**config.mk**
```make
export PLATFORM = sky130hd
export DESIGN_NAME = cpu_datapath
export DESIGN_NICKNAME = d
export VERILOG_FILES = /design/src/rtl/cpu_datapath.sv
export SDC_FILE = /design/constraint.sdc
export NUM_CORES = 1
export LEC_CHECK = 0
export BUFFER_PORTS_ARGS = -buffer_cell sky130_fd_sc_hd__buf_2
export CORE_MARGIN = 3
export CORE_UTILIZATION = 35
export CTS_BUF_LIST = sky130_fd_sc_hd__clkbuf_16
export CTS_CLUSTER_SIZE = 12
export DETAILED_ROUTE_END_ITERATION = 8
export GPL_TIMING_DRIVEN = 0
export HOLD_SLACK_MARGIN = 0.05
export PLACE_DENSITY = 0.51
export SYNTH_ARGS = -nofsm -noshare
export SYNTH_HDL_FRONTEND = slang
export SYNTH_SLANG_ARGS = --single-unit
```
**constraint.sdc**
```tcl
create_clock -name clk -period 3.3 [get_ports clk]
set_input_delay 0 -clock clk [delete_from_list [all_inputs] [get_ports clk]]
set_output_delay 0 -clock clk [all_outputs]
set_load 0.05 [all_outputs]
```
**src/rtl/cpu_datapath.sv**
```systemverilog
// CPU datapath: PC, IR, accumulator, register file, ALU and z/c flags, driven by controller strobes.
// Every strobe takes effect at the next rising clk edge; no backpressure, state simply holds without strobes.
module cpu_datapath #(
  parameter int DATA_W = 8,
  parameter int ADDR_W = 8,
  parameter int REG_AW = 2
) (
  input  logic              clk,
  input  logic              CLB,
  input  logic [7:0]        instr_in,
  output logic [ADDR_W-1:0] pc_addr,
  input  logic              LoadIR,
  input  logic              IncPC,
  input  logic              SelPC,
  input  logic              LoadPC,
  input  logic              LoadReg,
  input  logic              LoadAcc,
  input  logic [1:0]        SelACC,
  input  logic [3:0]        SelALU,
  output logic [3:0]        op,
  output logic              z,
  output logic              c,
  output logic [DATA_W-1:0] acc_out
);

  localparam int NREG = 1 << REG_AW;
  localparam int WIDE = (DATA_W > ADDR_W) ? DATA_W : ADDR_W;

  typedef struct packed {
    logic [3:0] opcode;
    logic [3:0] field;
  } instr_t;

  localparam logic [3:0] ALU_ADD = 4'b0001;
  localparam logic [3:0] ALU_SUB = 4'b0010;
  localparam logic [3:0] ALU_NOR = 4'b0011;
  localparam logic [3:0] ALU_SHL = 4'b1011;
  localparam logic [3:0] ALU_SHR = 4'b1100;

  localparam logic [3:0] OP_JZRS = 4'b0110;
  localparam logic [3:0] OP_JZIM = 4'b0111;
  localparam logic [3:0] OP_JCRS = 4'b1000;
  localparam logic [3:0] OP_JCIM = 4'b1010;

  localparam logic [1:0] SRC_ALU = 2'b00;
  localparam logic [1:0] SRC_REG = 2'b10;
  localparam logic [1:0] SRC_IMM = 2'b11;

  instr_t              ir;
  logic [ADDR_W-1:0]   pc;
  logic [DATA_W-1:0]   acc;
  logic [DATA_W-1:0]   rf [NREG];

  logic [REG_AW-1:0]   idx;
  logic [DATA_W-1:0]   rd;
  logic [DATA_W-1:0]   imm_d;
  logic [ADDR_W-1:0]   imm_a;
  logic [WIDE-1:0]     rd_wide;
  logic [ADDR_W-1:0]   reg_tgt;
  logic                jump_cond;
  logic [ADDR_W-1:0]   pc_nxt;

  logic [DATA_W:0]     sum;
  logic [DATA_W:0]     diff;
  logic [DATA_W-1:0]   alu_res;
  logic                alu_cout;

  logic [DATA_W-1:0]   acc_nxt;
  logic                upd_z;
  logic                upd_c;

  assign idx     = ir.field[REG_AW-1:0];
  assign rd      = rf[idx];
  assign imm_d   = DATA_W'(ir.field);
  assign imm_a   = ADDR_W'(ir.field);
  assign rd_wide = WIDE'(rd);
  assign reg_tgt = rd_wide[ADDR_W-1:0];

  assign op      = ir.opcode;
  assign pc_addr = pc;
  assign acc_out = acc;

  // Branch condition comes from the IR currently held, not the word being loaded.
  always_comb begin
    jump_cond = 1'b0;
    case (ir.opcode)
      OP_JZRS, OP_JZIM: jump_cond = z;
      OP_JCRS, OP_JCIM: jump_cond = c;
      default:          jump_cond = 1'b0;
    endcase
  end

  always_comb begin
    pc_nxt = pc;
    if (LoadPC && jump_cond) begin
      pc_nxt = SelPC ? reg_tgt : imm_a;
    end else if (IncPC) begin
      pc_nxt = pc + ADDR_W'(1);
    end
  end

  assign sum  = {1'b0, acc} + {1'b0, rd};
  assign diff = {1'b0, acc} - {1'b0, rd};

  // The borrow bit of the widened subtraction is exactly A < B.
  always_comb begin
    alu_res  = acc;
    alu_cout = c;
    case (SelALU)
      ALU_ADD: begin
        alu_res  = sum[DATA_W-1:0];
        alu_cout = sum[DATA_W];
      end
      ALU_SUB: begin
        alu_res  = diff[DATA_W-1:0];
        alu_cout = diff[DATA_W];
      end
      ALU_NOR: begin
        alu_res  = ~(acc | rd);
        alu_cout = 1'b0;
      end
      ALU_SHL: begin
        alu_res  = {acc[DATA_W-2:0], 1'b0};
        alu_cout = acc[DATA_W-1];
      end
      ALU_SHR: begin
        alu_res  = {1'b0, acc[DATA_W-1:1]};
        alu_cout = acc[0];
      end
      default: begin
        alu_res  = acc;
        alu_cout = c;
      end
    endcase
  end

  // SelACC=01 is reserved: accumulator and both flags hold.
  always_comb begin
    acc_nxt = acc;
    upd_z   = 1'b0;
    upd_c   = 1'b0;
    case (SelACC)
      SRC_ALU: begin
        acc_nxt = alu_res;
        upd_z   = 1'b1;
        upd_c   = 1'b1;
      end
      SRC_REG: begin
        acc_nxt = rd;
        upd_z   = 1'b1;
      end
      SRC_IMM: begin
        acc_nxt = imm_d;
        upd_z   = 1'b1;
      end
      default: acc_nxt = acc;
    endcase
  end

  always_ff @(posedge clk) begin
    if (!CLB) begin
      pc  <= '0;
      ir  <= '0;
      acc <= '0;
      z   <= 1'b0;
      c   <= 1'b0;
      for (int i = 0; i < NREG; i++) begin
        rf[i] <= '0;
      end
    end else begin
      pc <= pc_nxt;
      if (LoadIR) begin
        ir <= instr_in;
      end
      if (LoadAcc) begin
        acc <= acc_nxt;
        if (upd_z) begin
          z <= (acc_nxt == '0);
        end
        if (upd_c) begin
          c <= alu_cout;
        end
      end
      // Register write captures the accumulator before any same-edge update.
      if (LoadReg) begin
        rf[idx] <= acc;
      end
    end
  end

endmodule

```
# Word level (Yosys, flattened, before mapping)
# Memory sizes are Yosys's and may differ from the RTL's. A register that Yosys moved wholly into a read port is not among the register bits.
# Cells that the tools add are included.
# totals
regBits	26
mem_bits_rw	32
out_inout_bits	22
wordCells	52
n_memories	1
# mem_list
name	depth	width	rd	rd_clocked_by_memory_dff	write_ports	line_no	source
rf	4	8	1	1	4	52	logic [DATA_W-1:0] rf [NREG];
# classes
add_sub_neg	3
eq_ne	11
muxes	18
n_bitwise	2
n_reduce_logical	11
# op_table
op	count
8-bit one-hot mux with 5 select lines	1
8-bit two-way mux	4
8-bit one-hot mux with 3 select lines	1
4-bit equality test (second input constant)	4
8-bit by 8-bit adder with 9-bit output	1
8-bit by 8-bit subtractor with 9-bit output	1
8-bit by 1-bit adder with 8-bit output (second input constant)	1
4-bit by 2-bit equality test with 1-bit output (second input constant)	2
4-bit by 3-bit equality test with 1-bit output (second input constant)	2
8-bit zero test	1
8-bit NOT	1
8-bit bitwise OR	1
8-bit OR reduction	1
1-bit two-way mux	7
2-bit two-way mux	3
1-bit one-hot mux with 5 select lines	1
5-bit nonzero test	1
2-bit equality test (second input constant)	2
4-bit by 1-bit equality test with 1-bit output (second input constant)	1
2-bit OR reduction	2
3-bit AND reduction	1
3-bit OR reduction	1
2-bit zero test	1
1-bit one-hot mux with 2 select lines	1
other kinds (3)	3

# Logic depth before layout (Yosys ltp)
# Gate-level depths: netlist (run 1).
# logic_depth
word_depth	5
ltp_mapped	13

# Worst setup path after synthesis (run 1)
# Ideal clock, no wire load.
# synth_path
kind	flip-flop to flip-flop
start	reg with a tool-made name
end	reg acc[1], in the netlist acc_out[1]
setup_time_ns	0.065
t_arrival_ns	2.931
t_required_ns	3.235
setup_slack_ns	0.304
path_stages_with_launch	14
n_path_buf	1
period_less_slack_ns	2.996
path_cell_list	dfxtp_1 buf_6 mux4_2 ha_1 inv_1 fa_1 or4b_1 a21oi_1 a31oi_1 a221oi_1 a21oi_1 o21ai_1 a21oi_1 nor2_1
# synth_rtl
element	line_no	source
end signal, assigned	176	acc <= acc_nxt;
end, declared	51	logic [DATA_W-1:0] acc;

==> summary.md, run 1 <==
| Metric | Value |
|---|---|
| Crit share post-route | `between 90% and 100%` |
| Commonest cells after routing, fill and taps aside | `buf_2 (47), nor2_1 (35), edfxtp_1 (32)` |
| Design area | `5054 um^2` |
| Vias per cell | `roughly 5.7` |
| Number of synthesis warnings | `0` |
| Initial Util | `36.14%` |
| Placed Area | `4541 um^2` |
| LEAKAGE | `roughly 2.0 nW` |
| Drt drc | `0` |
| Layout Nets | `roughly 560` |
| Outcome | `finished clean` |
| GPL Wtd Cong | `0.9348` |
| Fillers | `1,153` |
| Area leader, netlist | `edfxtp_1` |
| Worst Hold Depth | `4` |
| Library cells used by synthesis | `a little over 70` |
| Critical hold path startpoint | `SelPC` |
| Via count | `between 3,000 and 4,000` |
| WL final | `13,290 um` |
| Most area-consuming cells after synthesis | `edfxtp_1 (23%), dfxtp_1 (13%), ha_1 (7.5%)` |
| Commonest non-fill, non-tap cell in the layout | `buf_2` |
| Core area | `between 10,000 and 15,000 um^2` |
| RSZ-0062 raised after global routing | `true` |
| Total congestion overflow | `0` |
| TritonCTS buffer count | `9` |
| Starting DRT DRC Count | `around 240` |
| Worst reg2reg path depth | `12` |
| Die Width | `115.0 um` |
| Worst Max-Slew Pin Slew | `between 1000 and 1500 ps` |
| Vias in the first global route | `~3,600` |
| Area Overhead vs Synth | `21.44%` |
| Vert. Die Dim | `115.0 um` |
| CP endpoint kind | `register` |
| Critical-path top delay cell | `mux4_2` |
| Final core utilization | `43.88%` |
| # rows | `39` |
| Slew Limit Fails | `0` |
| PortBufs | `40` |
| Initial antenna violation count | `0` |
| Antenna diodes | `0` |
| Clock Tree Buf Depth | `2` |
| Max Clock Freq | `approximately 0.31 GHz` |
| Final Hold Viols | `0` |
| Pre-antenna DRT Iters | `5` |
| Clk pin slew, worst setup/hold paths | `50 ps` |
| Arrival time worst endpoint | `around 3500 ps` |
| CTS sink cnt | `60` |
| Startpoint types | `register` |
| Wire per inst | `20.14 um` |
| Layout cells sized above 1 | `19.54%` |
| Syn Inst Count | `about 450` |
| Slew margin rel. | `8.331%` |
| Root buffer cell | `clkbuf_16` |
| Ys async rst share | `0%` |
| Clk_lat worst skew | `320 ps` |
| Worst path required time | `3540 ps` |
| Net Count, Synth | `slightly below 500` |
| Min-Delay Path Class | `input port to register` |
| Crit Path Class | `register to register` |
| Slowest stage delay, CP | `410 ps` |
| Post-route setup slack | `between 60 and 70 ps` |
| Worst hold margin | `138.7 ps` |
| Pwr per Cell Area | `roughly 460 nW/um^2` |
| # H-tree levels | `3` |
| VDD IR max | `0.0002570 V` |
| CTS tree | `yes` |
| Tmin final | `about 3200 ps` |
| Synth Flop Type | `edfxtp_1` |
| Area fraction of the dominant cell type after synthesis | `23.09%` |
| Die ar. | `13,230 um^2` |
| Dpl ws | `-321.9 ps` |
| Max Clock Skew | `roughly 6.6 ps` |
| Final HPWL DP | `9730 um` |
| Post-route ant nets | `0` |
| Largest net degree at the start of global routing | `11` |
| Crit-path max FO | `8` |
| Post-synth EDFFs | `32` |
| Ports | `44` |
| First-pass GRT wire length | `20,320 um` |
| #FFs+latches synth | `60` |
| Register area share after synthesis | `between 30% and 40%` |
| Worst path cell trace | `buf_8 -> mux4_2 -> ha_1 -> inv_1 -> fa_1 -> nor2b_1 -> o311ai_2 -> a21oi_1 -> or3_1 -> a41oi_1 -> o31ai_1 -> a31oi_1` |
| Syn Area/Cell | `9.289 um^2` |
| Post-Syn Area | `4161 um^2` |
| Total GRT Usage | `20.13%` |
| Final setup fails | `0` |
| Maxcap violations | `0` |
state kept, by name, indices dropped and copies added (netlist names), named ones only:
| signal | count |
|---|---|
| imm_a | 2 |
| idx | 2 |
| rf | 32 |
| pc_addr | 8 |
| acc_out | 8 |
| c | 1 |
| op | 4 |
| z | 1 |
power breakdown:
group | total [mW] | internal, mW | switching (mW)
Sequential | 0.870 | 0.827 | 0.0430
Clock | 0.948 | 0.636 | 0.311
Combinational | 0.531 | 0.191 | 0.340
Total | 2.35 | 1.65 | 0.695
cells by family (layout without fill, tap and decap cells):
| logic type | count (synthesis) | after routing | share of synthesized area, % |
|---|---|---|---|
| AO/OA/AOI/OAI | 124 | 124 | 20.20 |
| adder cells (fa/ha/maj) | 27 | 27 | 8.479 |
| flip-flops | 60 | 60 | 36.56 |
| XOR/XNOR | 10 | 10 | 2.105 |
| multiplexers | 23 | 23 | 7.997 |
| AND/OR/NAND/NOR | 148 | 148 | 19.03 |
| buffers and inverters | 56 | 125 | 5.622 |
layer usage:
layer,track usage (%),vias up,part of all wire (%)
li1,-,1810,-
met2,34.76,100,50
met1,26.89,1865,45
met3,2.105,11,4.0
met5,0,-,0
met4,5.399,0,0.91
final cells by class:
type / count / area (um^2) / share of cell area, %
Inverter: 26 / 97.59 / 1.931
Clock inverter: 4 / 17.52 / 0.3466
Multi-Input combinational cell: 332 / 2460 / 48.68
Tap cell: 143 / 178.9 / 3.540
Sequential cell: 60 / 1525 / 30.18
Timing Repair Buffer: 56 / 345.3 / 6.833
Buffer: 27 / 128.9 / 2.550
Clock buffer: 12 / 300.3 / 5.942
through the flow:
stage	total power, mW	std cells	setup TNS (ps)
floorplan	1.222	448	0
global placement	1.374	631	-1084
detailed placement	1.378	631	-1097
CTS	2.347	658	0
global route	2.449	660	-82.28
finish	2.349	660	0
critical path: cells and delay by family (launching register included):
family,cells,cell delay [ps]
buffers and inverters,2,190
multiplexers,1,410
adder cells (fa/ha/maj),2,600
AND/OR/NAND/NOR,2,520
AO/OA/AOI/OAI,5,1100
flip-flops,1,320
what timing repair did:
| action | 4_1_cts | 5_1_grt |
|---|---|---|
| setup endpoints to repair | 5 | 5 |
| resized for setup | 5 | 11 |
| hold buffers | 10 | 0 |
| setup buffers | 2 | 4 |
| pin swaps | 0 | 2 |
| hold endpoints to repair | 12 | 0 |
synthesized netlist by cell type (8+ instances only):
library cell / instances
a21oi_1: 28
and2_1: 16
nor2_1: 35
o21ai_0: 25
dfxtp_1: 28
ha_1: 25
nand2_1: 27
edfxtp_1: 32
nand2b_1: 9
nor4_1: 9
clkbuf_1: 18
mux4_2: 8
mux2i_1: 13
nand3_1: 11
inv_1: 24
a211oi_1: 13
final timing paths:
| check | to | slack (ps) |
|---|---|---|
| setup / recovery | acc_out[6]$_SDFFE_PN0P_ | 70 |
| hold / removal | pc_addr[0]$_SDFFE_PN0P_ | 140 |
| setup reg to reg | acc_out[6]$_SDFFE_PN0P_ | 70 |
| hold reg to reg | z$_SDFFE_PN0P_ | 490 |
No activity file was read; power rests on OpenSTA's default activity.
==> run 2, diff against run 1 <==
CORE_MARGIN = 4   (was 3)
==> run 2 against run 1 <==
Worst hold slack got worse by 83 ps. Final area increased by 0.40%. Count of clock-buffer cells in the layout decreased by 2. Highest routed layer unchanged. Sequential share of layout area decreased by 0.12 points. Clock skew decreased by 1.2 ps. Wire length increased by 0.16%. Utilization increased by 0.17 points. Critical path depth increased by 1. Largest power group is now sequential cells. Sequential power about the same. First-iteration DRC count increased by 6.3%. Die area increased by 3.5%. Critical path type unchanged.
==> summary.md, run 2 (same netlist as run 1, synthesis figures left out) <==
| Metric | Value |
|---|---|
| Commonest cells after routing, fill and taps aside | `buf_2 (47), nor2_1 (35), edfxtp_1 (32)` |
| Crit-path max FO | `8 (unchanged)` |
| CP endpoint kind | `register` |
| Drt drc | `0 (unchanged)` |
| Die ar. | `13,700 um^2 (+3.5%)` |
| Reg area | `1525 um^2 (unchanged)` |
| Initial Util | `36.14% (unchanged)` |
| CTS sink cnt | `60 (unchanged)` |
| Initial antenna violation count | `0 (unchanged)` |
| Ports | `44 (unchanged)` |
| Area Overhead vs Synth | `21.92%` |
| R2R setup slack | `70 ps (about the same)` |
| Final setup TNS | `0 ps (unchanged)` |
| Core area | `11,520 um^2 (unchanged)` |
| Clk pin slew, worst setup/hold paths | `50 ps (about the same)` |
| Max Clock Freq | `0.3099 GHz (+0.11%)` |
| WL final | `13,310 um (+0.16%)` |
| Max Clock Skew | `5.472 ps (-1.159 ps)` |
| Total GRT Usage | `19.63% (-0.50 points)` |
| CTS tree | `yes` |
| Reg2reg end | `acc_out[1]$_SDFFE_PN0P_` |
| VDD IR max | `0.0002751 V (+7.0%)` |
| PortBufs | `40 (unchanged)` |
| Pre-antenna DRT Iters | `5 (unchanged)` |
| TritonCTS buffer count | `9 (unchanged)` |
| # H-tree levels | `3 (unchanged)` |
| Arrival time worst endpoint | `3470 ps (about the same)` |
| Tmin final | `3227 ps (-3.452 ps)` |
| Maxcap violations | `0 (unchanged)` |
| Worst hold margin | `55.53 ps (-83.22 ps)` |
| Total congestion overflow | `0 (unchanged)` |
| Fillers | `1,162 (+0.78%)` |
| Pwr per Cell Area | `447.4 nW/um^2 (-3.8%)` |
| Critical hold path startpoint | `IncPC` |
| Commonest non-fill, non-tap cell in the layout | `buf_2` |
| Layout cells sized above 1 | `21.58% (+2.0 points)` |
| Clock Tree Buf Depth | `2 (unchanged)` |
| Worst reg2reg path depth | `13 (+1)` |
| Wire per inst | `20.11 um (-0.14%)` |
| Crit share post-route | `97.79% (-0.10 points)` |
| Number of flip-flops in the largest register | `32 (unchanged)` |
| Vias in the first global route | `3,677 (+1.3%)` |
| Startpoint types | `register` |
| RSZ-0062 raised after global routing | `true` |
| Vert. Die Dim | `117.0 um (+1.7%)` |
| Slew Limit Fails | `0 (unchanged)` |
| LEAKAGE | `2.003 nW (-0.30%)` |
| Worst Hold Depth | `3 (-1)` |
| Multi-input gate area | `2507 um^2 (+1.9%)` |
| Placed Area | `4541 um^2 (unchanged)` |
| Worst Max-Slew Pin Slew | `1135 ps (-225.6 ps)` |
| Final HPWL DP | `9768 um (+0.39%)` |
| Final Hold Viols | `0 (unchanged)` |
| Starting DRT DRC Count | `254 (+6.3%)` |
| Worst path required time | `3540 ps (about the same)` |
| Worst hold endpoint | `pc_addr[0]$_SDFFE_PN0P_` |
| Design area | `5074 um^2 (+0.40%)` |
| Crit Path Class | `register to register` |
| Layout Nets | `563 (+0.36%)` |
| First-pass GRT wire length | `20,340 um (+0.10%)` |
| Largest net degree at the start of global routing | `11 (unchanged)` |
| Root buffer cell | `clkbuf_16` |
| Vias per cell | `5.666 (-1.2%)` |
| Min-Delay Path Class | `input port to register` |
| Slew margin rel. | `24.16% (+16 points)` |
| Clk_lat worst skew | `320 ps (about the same)` |
| # rows | `39 (unchanged)` |
| Post-route ant nets | `0 (unchanged)` |
| Final setup fails | `0 (unchanged)` |
| Via count | `3,751 (-0.92%)` |
| Largest Register | `rf` |
| GPL Wtd Cong | `0.9359 (+0.12%)` |
| Outcome | `finished clean` |
| Antenna diodes | `0 (unchanged)` |
| Die Width | `117.0 um (+1.7%)` |
run 2: worst max-delay path by stage:
stage / end / start / slack, ps
2_1_floorplan: acc_out[1]$_SDFFE_PN0P_ / register / 300
3_3_place_gp: z$_SDFFE_PN0P_ / register / -310
3_5_place_dp: z$_SDFFE_PN0P_ / register / -310
4_1_cts: acc_out[1]$_SDFFE_PN0P_ / register / 2
5_1_grt: acc_out[1]$_SDFFE_PN0P_ / register / -70
6_report: acc_out[1]$_SDFFE_PN0P_ / register / 70
run 2: repair_timing:
item / in CTS / in global routing
gates resized for setup: 4 / 20
pin swaps: 0 / 9
buffers inserted: 4 / 5
hold buffers: 9 / 0
endpoints found under the setup margin: 5 / 5
hold endpoints to repair: 11 / 0
run 2: final cells by class:
| type | count | share of cell area, % |
|---|---|---|
| multi-input combinational | 332 | 49.42 |
| sequential | 60 | 30.06 |
| timing repair buffer | 58 | 7.053 |
| clock buffer | 10 | 4.932 |
| tap | 143 | 3.527 |
| buffer | 27 | 2.540 |
| inverter | 26 | 1.924 |
| clock inverter | 6 | 0.5425 |
run 2: critical path, cell delays in order, from the launching register on:
cell and delay, ps:
dfxtp_2 320, buf_8 130, mux4_2 570, ha_4 200, inv_2 50, fa_1 420
or4b_4 490, a21oi_2 160, a31oi_2 70, a221oi_2 290, a21oi_1 80, o21ai_1 160
a21oi_1 80, nor2_1 110
run 2: per-stage QoR:
step | setup slack [ps] | util, % | instances | total power, mW
finish | 72.97 | 44.06 | 662 | 2.270
global route | -69.75 | 44.06 | 662 | 2.369
CTS | 2.468 | 42.99 | 659 | 2.246
detailed placement | -314.7 | 39.43 | 631 | 1.379
global placement | -313.1 | 39.43 | 631 | 1.373
floorplan | 303.7 | - | 448 | 1.222
run 2: metal layers:
| metal | GRT usage, % | up-vias | routed length [um] |
|---|---|---|---|
| li1 | - | 1809 | - |
| met1 | 26.02 | 1807 | 5823 |
| met2 | 33.49 | 110 | 6604 |
| met3 | 2.416 | 25 | 633 |
| met4 | 6.116 | 0 | 250 |
| met5 | 0 | - | 0 |
run 2: where the power goes:
part / total (mW) / switching (mW) / internal, mW / leakage [nW]
Combinational: 0.552 / 0.350 / 0.202 / 1.29
Clock: 0.848 / 0.306 / 0.542 / 0.147
Sequential: 0.870 / 0.0423 / 0.827 / 0.563
